--- src/rtl/game_state_gen.sv ---
// Game-mode controller: synchronises/debounces btnR, btnL and pauseSwitch and runs the
// START/GAME/PAUSE/COMBO/OVER machine. Define BTN_DEBOUNCE_EN to include the debouncers.
module game_state_gen #(
    parameter int         STATE_BITS   = 2,
    parameter logic [2:0] ST_START     = 3'd0,
    parameter logic [2:0] ST_GAME      = 3'd1,
    parameter logic [2:0] ST_PAUSE     = 3'd2,
    parameter logic [2:0] ST_COMBO     = 3'd3,
    parameter logic [2:0] ST_OVER      = 3'd4,
    parameter int         DEB_CYCLES   = 500000,
    parameter int         COMBO_CYCLES = 25000000
) (
    input  logic                  clk,
    input  logic                  reset,
    input  logic                  btnR,
    input  logic                  btnL,
    input  logic                  pauseSwitch,
    input  logic                  game_over,
    output logic [STATE_BITS:0]   output_state,
    output logic                  display_combo_en
);

    localparam int SW = STATE_BITS + 1;
    localparam int CW = (COMBO_CYCLES > 1) ? $clog2(COMBO_CYCLES) : 1;
    localparam logic [CW-1:0] COMBO_LAST = CW'(COMBO_CYCLES - 1);

    typedef enum logic [2:0] {
        S_START = ST_START,
        S_GAME  = ST_GAME,
        S_PAUSE = ST_PAUSE,
        S_COMBO = ST_COMBO,
        S_OVER  = ST_OVER
    } state_t;

    // Bit 0 = btnR, bit 1 = btnL, bit 2 = pause switch
    logic [2:0] raw_in;
    logic [2:0] stable_lvl;
    logic [2:0] press;

    assign raw_in = {pauseSwitch, btnL, btnR};

    genvar gi;
    generate
        for (gi = 0; gi < 3; gi++) begin : g_in
            logic sync1_reg;
            logic sync2_reg;
            logic stable_prev_reg;
            logic stable_w;

            always_ff @(posedge clk or negedge reset) begin
                if (!reset) begin
                    sync1_reg       <= 1'b0;
                    sync2_reg       <= 1'b0;
                    stable_prev_reg <= 1'b0;
                end else begin
                    sync1_reg       <= raw_in[gi];
                    sync2_reg       <= sync1_reg;
                    stable_prev_reg <= stable_w;
                end
            end

`ifdef BTN_DEBOUNCE_EN
            localparam int DW = (DEB_CYCLES > 1) ? $clog2(DEB_CYCLES) : 1;
            localparam logic [DW-1:0] DEB_LAST = DW'(DEB_CYCLES - 1);

            logic [DW-1:0] deb_cnt_reg;
            logic          stable_reg;

            // Accept the new level only after an unbroken run of mismatching samples
            always_ff @(posedge clk or negedge reset) begin
                if (!reset) begin
                    deb_cnt_reg <= '0;
                    stable_reg  <= 1'b0;
                end else if (sync2_reg != stable_reg) begin
                    if (deb_cnt_reg == DEB_LAST) begin
                        stable_reg  <= sync2_reg;
                        deb_cnt_reg <= '0;
                    end else begin
                        deb_cnt_reg <= deb_cnt_reg + 1'b1;
                    end
                end else begin
                    deb_cnt_reg <= '0;
                end
            end

            assign stable_w = stable_reg;
`else
            assign stable_w = sync2_reg;
`endif

            assign stable_lvl[gi] = stable_w;
            assign press[gi]      = stable_w & ~stable_prev_reg;
        end
    endgenerate

    logic press_r;
    logic press_l;
    logic pause_lvl;

    assign press_r   = press[0];
    assign press_l   = press[1];
    assign pause_lvl = stable_lvl[2];

    state_t        state_reg, state_next;
    logic [CW-1:0] combo_cnt_reg, combo_cnt_next;
    logic          combo_en_reg;

    always_ff @(posedge clk or negedge reset) begin
        if (!reset) begin
            state_reg     <= S_START;
            combo_cnt_reg <= '0;
            combo_en_reg  <= 1'b0;
        end else begin
            state_reg     <= state_next;
            combo_cnt_reg <= combo_cnt_next;
            combo_en_reg  <= (state_next == S_COMBO);
        end
    end

    always_comb begin
        state_next     = state_reg;
        combo_cnt_next = combo_cnt_reg;
        case (state_reg)
            S_START: begin
                if (press_r) state_next = S_GAME;
            end
            S_GAME: begin
                if (game_over) begin
                    state_next = S_OVER;
                end else if (pause_lvl) begin
                    state_next = S_PAUSE;
                end else if (press_l) begin
                    state_next     = S_COMBO;
                    combo_cnt_next = '0;
                end
            end
            S_COMBO: begin
                if (game_over) begin
                    state_next     = S_OVER;
                    combo_cnt_next = '0;
                end else if (pause_lvl) begin
                    state_next     = S_PAUSE;
                    combo_cnt_next = '0;
                end else if (press_l) begin
                    combo_cnt_next = '0;
                end else if (combo_cnt_reg == COMBO_LAST) begin
                    state_next     = S_GAME;
                    combo_cnt_next = '0;
                end else begin
                    combo_cnt_next = combo_cnt_reg + 1'b1;
                end
            end
            S_PAUSE: begin
                if (!pause_lvl) state_next = S_GAME;
            end
            S_OVER: begin
                if (press_r) state_next = S_START;
            end
            default: begin
                state_next     = S_START;
                combo_cnt_next = '0;
            end
        endcase
    end

    assign output_state     = SW'(state_reg);
    assign display_combo_en = combo_en_reg;

endmodule

--- config.mk ---
export PLATFORM = sky130hd
export DESIGN_NAME = game_state_gen
export DESIGN_NICKNAME = d
export VERILOG_FILES = /design/src/rtl/game_state_gen.sv
export SDC_FILE = /design/constraint.sdc
export NUM_CORES = 1
export LEC_CHECK = 0
export CAP_MARGIN = 20
export CORE_UTILIZATION = 55
export DETAILED_ROUTE_END_ITERATION = 10
export GPL_TIMING_DRIVEN = 0
export MAX_ROUTING_LAYER = met4
export PLACE_DENSITY = 0.71
export SLEW_MARGIN = 20
export SYNTH_ARGS = -nofsm -noshare
export SYNTH_HDL_FRONTEND = slang
export SYNTH_SLANG_ARGS = --single-unit
export TNS_END_PERCENT = 20
--- constraint.sdc ---
create_clock -name clk -period 3.1 [get_ports clk]
set_input_delay 0.31 -clock clk [delete_from_list [all_inputs] [get_ports clk]]
set_output_delay 0.31 -clock clk [all_outputs]
set_load 0.01 [all_outputs]
## After elaboration in Yosys (flattened, before gate mapping)

Index checks and enable logic that the tools add are counted.

| storage, ports and cells | value |
|---|---|
| register bits after elaboration | 37 |
| input bits | 6 |

| operators by class | value |
|---|---|
| add/sub/neg operators | 1 |
| equal/unequal tests | 9 |
| multiplexer cells | 19 |
| bitwise operators | 5 |
| reductions and logical operators | 3 |

Operators with widths:

| kind | count |
|---|---|
| $mux 25 | 7 |
| $pmux 25 s3 | 1 |
| $mux 3 | 10 |
| $add 25x1->25 const B | 1 |
| $eq 25x25->1 const B | 1 |
| $pmux 3 s5 | 1 |
| $eq 3x2->1 const B | 3 |
| $ne 2x2->1 const B | 3 |
| $reduce_and 4->1 | 1 |
| $eq 3x1->1 const B | 1 |
| $eq 3x3->1 const B | 1 |
| $logic_not 3->1 | 1 |
| $not 1->1 | 3 |
| $reduce_or 3->1 | 1 |
| $and 1x1->1 | 2 |

## Longest topological paths before layout

Gate-level depths: netlist (run 1).

| logic depth | value |
|---|---|
| word-level depth | 7 |
| gate-level depth with buffers | 8 |
| gate-level depth less buffers | 6 |

## Least setup slack after synthesis (run 1)

Ideal clock, no wire load.

| timing | value |
|---|---|
| kind | reg2reg |
| start point | reg combo_cnt_reg[7] |
| end point | reg combo_cnt_reg[16] |
| arrival time | 2.188 ns |
| path slack | 0.793 ns |
| stages on the path, launching flop included | 8 |
| path buffers | 2 |
| period minus slack after synthesis | 2.307 ns |
| cells stage by stage | dfrtp_1 or4_1 or4_4 o31a_1 buf_4 nor2_4 buf_6 nor2_1 |

| between the ends | value |
|---|---|
| longest elaborated chain between the ends | 6 |

Ends and longest elaborated chain:

| item | line | RTL |
|---|---|---|
| start: declaration | 105 | `logic [CW-1:0] combo_cnt_reg, combo_cnt_next;` |
| start signal: assignment | 115 | `combo_cnt_reg <= combo_cnt_next;` |
| $add 25x1->25 or $eq 25x25->1 (tied branches) | 150, 146 |  |
| $mux 25 * | 146 | `end else if (combo_cnt_reg == COMBO_LAST) begin` |
| $mux 25 * | 144 | `end else if (press_l) begin` |
| $mux 25 * | 141 | `end else if (pause_lvl) begin` |
| $mux 25 * | 138 | `if (game_over) begin` |
| $pmux 25 s3 * | 123 | `case (state_reg)` |

Every way passes the cells marked *; elsewhere a longest branch is shown, timed or not.
A chain may end at the register's enable or synchronous reset.

## Worst setup path after layout (run 1)

| timing | value |
|---|---|
| start point | reg combo_cnt_reg[7] |
| end point | reg combo_cnt_reg[9] |

Same word-level chain as after synthesis.

==> results.cfg, run 1 <==
[outcome]
outcome = finished, final reports clean

[power]
p_int_mw = 0.770
cellPowerDensity_nw_per_um2 = 518
power_frac_seq = 0.486
p_comb_frac = 0.198
p_total_mw = 1.09
switching_power_mw = 0.321
p_leak_nw = 0.824
ir_worst_vdd_mv = 0.355
clockPowerShare = 0.316
swShare = 0.294

[sta]
final_min_period_over_clock_period = 0.829
slew_viol_final = 0
maxSlewHeadroom = 0.504
setup_tns_ns = 0
tightest_pin_transition_ns = 0.743
final_hold_viol_count = 0
grt_setup_unrepaired = false
fmaxAchievable_mhz = 389
finalSetupViolCount = 0
min_period_ns = 2.57
skew_ns = 0.0123

[yosys]
synthesis.instances = 186
synthesized_area_divided_by_synthesized_cell_count_um2 = 9.92
synth_cell_area_um2 = 1850
synth_seq_cells = 37
yosysWarnings = 0
synth.net_count = 193
dominantRegCellSynth = dfrtp_1
synth-edff-count = 0
postSynth.asyncResetShare = 1.00
synth-seq-area-share = 0.502
synthDistinctLibCells = 46

[clock_network]
clk_pin_slew_worst_paths_ns = 0.12
cts.repair_timing.setup_buffer_count = 0
ctsHoldBuffers = 1
cts_max_level = 2
tritoncts_num_sinks = 37
cts_tree = done
worst_skew_pair.late_latency_ns = 0.36
post_cts_resize_count = 0
cts.path.max_buffers = 2
cts_bufs_inserted = 5
cts.root.buffer_cell = clkbuf_4

[final_layout]
largest_register_ffs = 25
post_route_cells_drive_above_1_share = 0.107
fill_cells = 247
final_area_um2 = 2110
layout-area-overhead-vs-synth_pct = 14.2
final_cells = 249
layout_common_cells = dfrtp_1, nor2_1, nand2_1
antenna_cells_inserted = 0
num-nets-final = 211
layout.core_utilization = 0.674
layout.cells.most_common = dfrtp_1

[place]
half_perimeter_wire_length_after_detailed_placement_mm = 2.63
placedInstanceArea_um2 = 2010
gp_congestion = 0.856
place.port_buffers = 9
place.detailed.instances = 240

[grt]
grt_start_max_net_pins = 28
gr-usage-all-layers = 0.243
global_route.overflow_total = 0
initial_antenna_violation_count = 0
global_route_wire_length_before_repair_mm = 6.09
grt_pass1_vias = 1361

[routing]
totalWireLength_mm = 3.70
post-route-drc-count = 0
number_of_nets_still_failing_antenna_checks_after_routing = 0
drt_first_pass_iters = 4
routed_wire_length_per_instance_um = 14.9
drt_first_iter_violations = 123
vias = 1481
route.detailed.vias_per_inst = 5.95

[floorplan]
initial_utilization = 0.590
core_region_area_um2 = 3130
placementRows = 20
die-width_um = 59.9
die_y_um = 59.9
num_io_pins = 10
die-area_um2 = 3590

[worst_setup_path]
crit_buf_inv = 0
setup.worst_path.class = flip-flop to flip-flop
critical_path_required_ns = 3.36
critical_path.startpoint_type = flip-flop
timing.critical_path.fanout_max = 10
end_kind = flip-flop
critical_path_cell_sequence = or4_1 -> or4_4 -> o31ai_4 -> o21ai_1 -> a22o_1
cpMaxStageDelayCell = or4_4
cp_top_family = simple AND/OR/NAND/NOR gates
crit_arrival_ns = 2.83
critPathMaxStageDelay_ns = 0.57

[run]
cap_violations = 0

[min_path]
min_delay_worst_type = input port to async pin
-- power groups by stage --
stage               clock [mW]  sequential [mW]  combinational, mW
floorplan                    0            0.544              0.126
global placement             0            0.538              0.208
detailed placement           0            0.541              0.215
CTS                      0.350            0.531              0.217
global route             0.369            0.534              0.239
finish                   0.345            0.531              0.216
-- final cells by class --
cell class	instances	area (um2)	area share
Multi-Input combinational cell	137	870	0.413
Inverter	6	22.5	0.0107
Timing Repair Buffer	11	115	0.0546
Buffer	6	35.0	0.0166
Tap cell	44	55.1	0.0261
Clock inverter	3	46.3	0.0220
Sequential cell	37	926	0.439
Clock buffer	5	37.5	0.0178
-- cells in the mapped netlist (2+ instances only) --
cell type	n	area (um2)
inv_1	6	22.5
and2_1	2	12.5
a31oi_1	2	12.5
or3_1	2	12.5
o31a_1	2	17.5
nor3_1	5	25.0
or4_1	2	15.0
nor4b_1	2	17.5
nand2b_1	3	18.8
o31ai_1	3	22.5
a22o_1	2	17.5
clkbuf_1	3	11.3
nor4_1	10	62.6
nor2b_1	2	12.5
a21o_1	2	15.0
a21oi_1	5	25.0
o22ai_1	3	18.8
and4_1	2	17.5
nand3_1	11	55.1
or3b_2	2	17.5
nand4_1	3	18.8
xnor2_1	12	105
nand3b_1	2	15.0
dfrtp_1	37	926
nand2_1	15	56.3
nor2_1	16	60.1
and3_1	2	12.5
o21ai_0	10	50.1
-- worst reg2reg max path: stages, from the launching register on --
cell     delay (ns)
dfrtp_1        0.46
or4_1          0.56
or4_4          0.57
o31ai_4        0.50
o21ai_1        0.15
a22o_1         0.24
-- metal layers --
layer | routed length, um | track usage
met5 | 0 | -
met3 | 191 | 0.0693
met2 | 1790 | 0.371
met4 | 82 | 0.113
met1 | 1640 | 0.296
-- per-stage QoR --
stage	setup slack [ns]	hold slack [ns]
after global placement	0.607	0.333
after CTS	0.540	0.340
after global routing	0.433	0.369
after floorplan	0.793	0.0144
after detailed placement	0.555	0.201
final	0.530	0.352
-- final timing paths --
path                       slack (ns)               from  depth (start not counted)           endpoint
hold / removal                   0.35              reset                          2   combo_cnt_reg[4]
setup reg to reg                 0.53   combo_cnt_reg[7]                          5   combo_cnt_reg[9]
setup / recovery                 0.53   combo_cnt_reg[7]                          5   combo_cnt_reg[9]
min in group clk                 0.37  g_in[1].sync1_reg                          0   g_in[1].stable_w
hold reg to reg                  0.37  g_in[1].sync1_reg                          0   g_in[1].stable_w
max in group asynchronous        2.32              reset                          3  combo_cnt_reg[13]
-- logic make-up (layout without fill, tap and decap cells) --
logic type	Yosys count	count (layout)	synth area share
xor gates and xnor gates	13	13	0.0617
DFF	37	37	0.502
buffers and inverters	12	31	0.0312
muxes	1	1	0.00542
and+or+nand+nor	87	87	0.262
adders and majority gates	1	1	0.00678
AOI/OAI and AO/OA	35	35	0.131
Note: power is estimated with default switching activity, not from simulation.
==> run 2: changes to the inputs <==
- CORE_UTILIZATION: 55 -> 53
- PLACE_DENSITY: 0.71 -> 0.72
- clock period: 3.1 -> 2.3 ns (I/O delays scaled with it)
==> run 2 against run 1 <==
  * The flow now finishes with violations (negative setup slack)
  * Core utilization is 2.4 points lower
  * Sequential power increased by 39%
  * Clock power is 3% lower
  * Register-to-register slack lost 0.55 ns
  * Critical endpoint is now combo_cnt_reg[19]
  * Highest routed layer unchanged
==> results.cfg, run 2 (synthesis results as in run 1) <==
[final_layout]
largest_register_ffs = 25
post_route_cells_drive_above_1_share = 0.169
final_area_um2 = 2170
num-nets-final = 219
fill_cells = 299
antenna_cells_inserted = 0
layout.cells.most_common = dfrtp_1
layout_common_cells = dfrtp_1, nor2_1, nand2_1
layout.core_utilization = 0.650
layout-area-overhead-vs-synth_pct = 17.5

[worst_setup_path]
timing.critical_path.fanout_max = 5
setup.worst_path.class = flip-flop to flip-flop
critical_path_required_ns = 2.54
end_kind = flip-flop
critical_path.startpoint_type = flip-flop
crit_arrival_ns = 2.55

[min_path]
min_delay_worst_type = input port to async pin

[routing]
post-route-drc-count = 0
routed_wire_length_per_instance_um = 15.2
totalWireLength_mm = 3.94
drt_first_pass_iters = 4
drt_first_iter_violations = 114
number_of_nets_still_failing_antenna_checks_after_routing = 0
vias = 1528
route.detailed.vias_per_inst = 5.90

[clock_network]
tritoncts_num_sinks = 37
cts_tree = done
clk_pin_slew_worst_paths_ns = 0.11
worst_skew_pair.late_latency_ns = 0.35
cts.path.max_buffers = 2
cts_max_level = 2
cts.root.buffer_cell = clkbuf_4
cts_bufs_inserted = 5

[floorplan]
die_y_um = 61.0
core_region_area_um2 = 3340
placementRows = 21
die-width_um = 61.0
num_io_pins = 10
initial_utilization = 0.553
die-area_um2 = 3720

[sta]
final_min_period_over_clock_period = 1.01
grt_setup_unrepaired = true
tightest_hold_margin_ns = 0.254
final_critical_path_setup_slack_ns = -0.0149
maxSlewHeadroom = 0.521
fmaxAchievable_mhz = 432
min_period_ns = 2.31
final_hold_viol_count = 0
tightest_pin_transition_ns = 0.718
finalSetupViolCount = 8
skew_ns = 0.0117
slew_viol_final = 0

[grt]
grt_start_max_net_pins = 31
gr-usage-all-layers = 0.242
global_route_wire_length_before_repair_mm = 6.17
global_route.overflow_total = 0
grt_pass1_vias = 1343
initial_antenna_violation_count = 0

[power]
p_leak_nw = 0.859
swShare = 0.315
ir_worst_vdd_mv = 0.456
clockPowerShare = 0.246
p_total_mw = 1.36
switching_power_mw = 0.427
power_frac_seq = 0.545
p_int_mw = 0.931
cellPowerDensity_nw_per_um2 = 627
p_comb_frac = 0.209

[place]
half_perimeter_wire_length_after_detailed_placement_mm = 2.64
dpl_worst_slack_ns = -0.171
place.port_buffers = 9
gp_congestion = 0.836
placedInstanceArea_um2 = 2010

[outcome]
violations = negative setup slack
outcome = finished, violations left

[run]
cap_violations = 0
==> run 2: cell count changes in the layout (fill, tap and decap cells not counted), moves of 2 or more <==
cell	change
buf_6	+2
clkinv_2	+2
clkbuf_1	-2
buf_4	+7
dfrtp_2	+2
dfrtp_1	-2
==> run 2: cell type report <==
type / count / area (um2) / share of cell area
Buffer: 4 / 31.3 / 0.0144
Sequential cell: 37 / 928 / 0.428
Timing Repair Buffer: 21 / 191 / 0.0883
Clock buffer: 5 / 37.5 / 0.0173
Multi-Input combinational cell: 137 / 882 / 0.407
Tap cell: 46 / 57.6 / 0.0265
Inverter: 6 / 22.5 / 0.0104
Clock inverter: 3 / 17.5 / 0.00808
==> run 2: worst paths after layout <==
kind / start / to / slack, ns / depth (start not counted)
hold reg to reg: g_in[1].sync1_reg / g_in[1].stable_w / 0.36 / 0
setup reg to reg: combo_cnt_reg[8] / combo_cnt_reg[19] / -0.01 / 7
setup / recovery: combo_cnt_reg[8] / combo_cnt_reg[19] / -0.01 / 7
min in group clk: pauseSwitch / g_in[2].sync1_reg / 0.31 / 1
hold / removal: reset / combo_cnt_reg[1] / 0.25 / 2
max in group asynchronous: reset / combo_cnt_reg[19] / 1.63 / 3
==> run 2: critical path, cell delays in order, from the launching register on <==
cell     delay [ns]
dfrtp_2        0.44
or4_4          0.51
or4_4          0.46
o31a_1         0.33
buf_6          0.15
nor2_4         0.13
buf_6          0.14
nor2_1         0.04
==> run 2: power groups by stage <==
stage                     Clock, mW  Sequential [mW]  Combinational (mW)
after floorplan                   0            0.733               0.170
after global placement            0            0.725               0.283
after detailed placement          0            0.729               0.292
after CTS                     0.348            0.715               0.311
after global routing          0.373            0.748               0.308
final                         0.335            0.740               0.284
==> run 2: layer usage <==
layer	vias up	global-route usage	wire, um
met3	9	0.0630	116
li1	738	-	-
met1	756	0.298	1730
met2	25	0.392	2030
met4	0	0.0779	61
met5	-	-	0
==> run 2: metrics by stage <==
step,TNS [ns],std cells
final,-0.0836,259
after global routing,-0.704,259
after CTS,-0.630,257
after detailed placement,-1.63,242
after global placement,-1.16,241
after floorplan,0,186
==> run 2: what timing repair did <==
item                                   in CTS  in global routing
pin swaps                                   8                  3
hold buffers                                1                  0
setup endpoints to repair                  16                 23
endpoints found under the hold margin      37                  0
gates resized for setup                     6                  2
setup buffers                               5                  3
cloned                                      1                  1
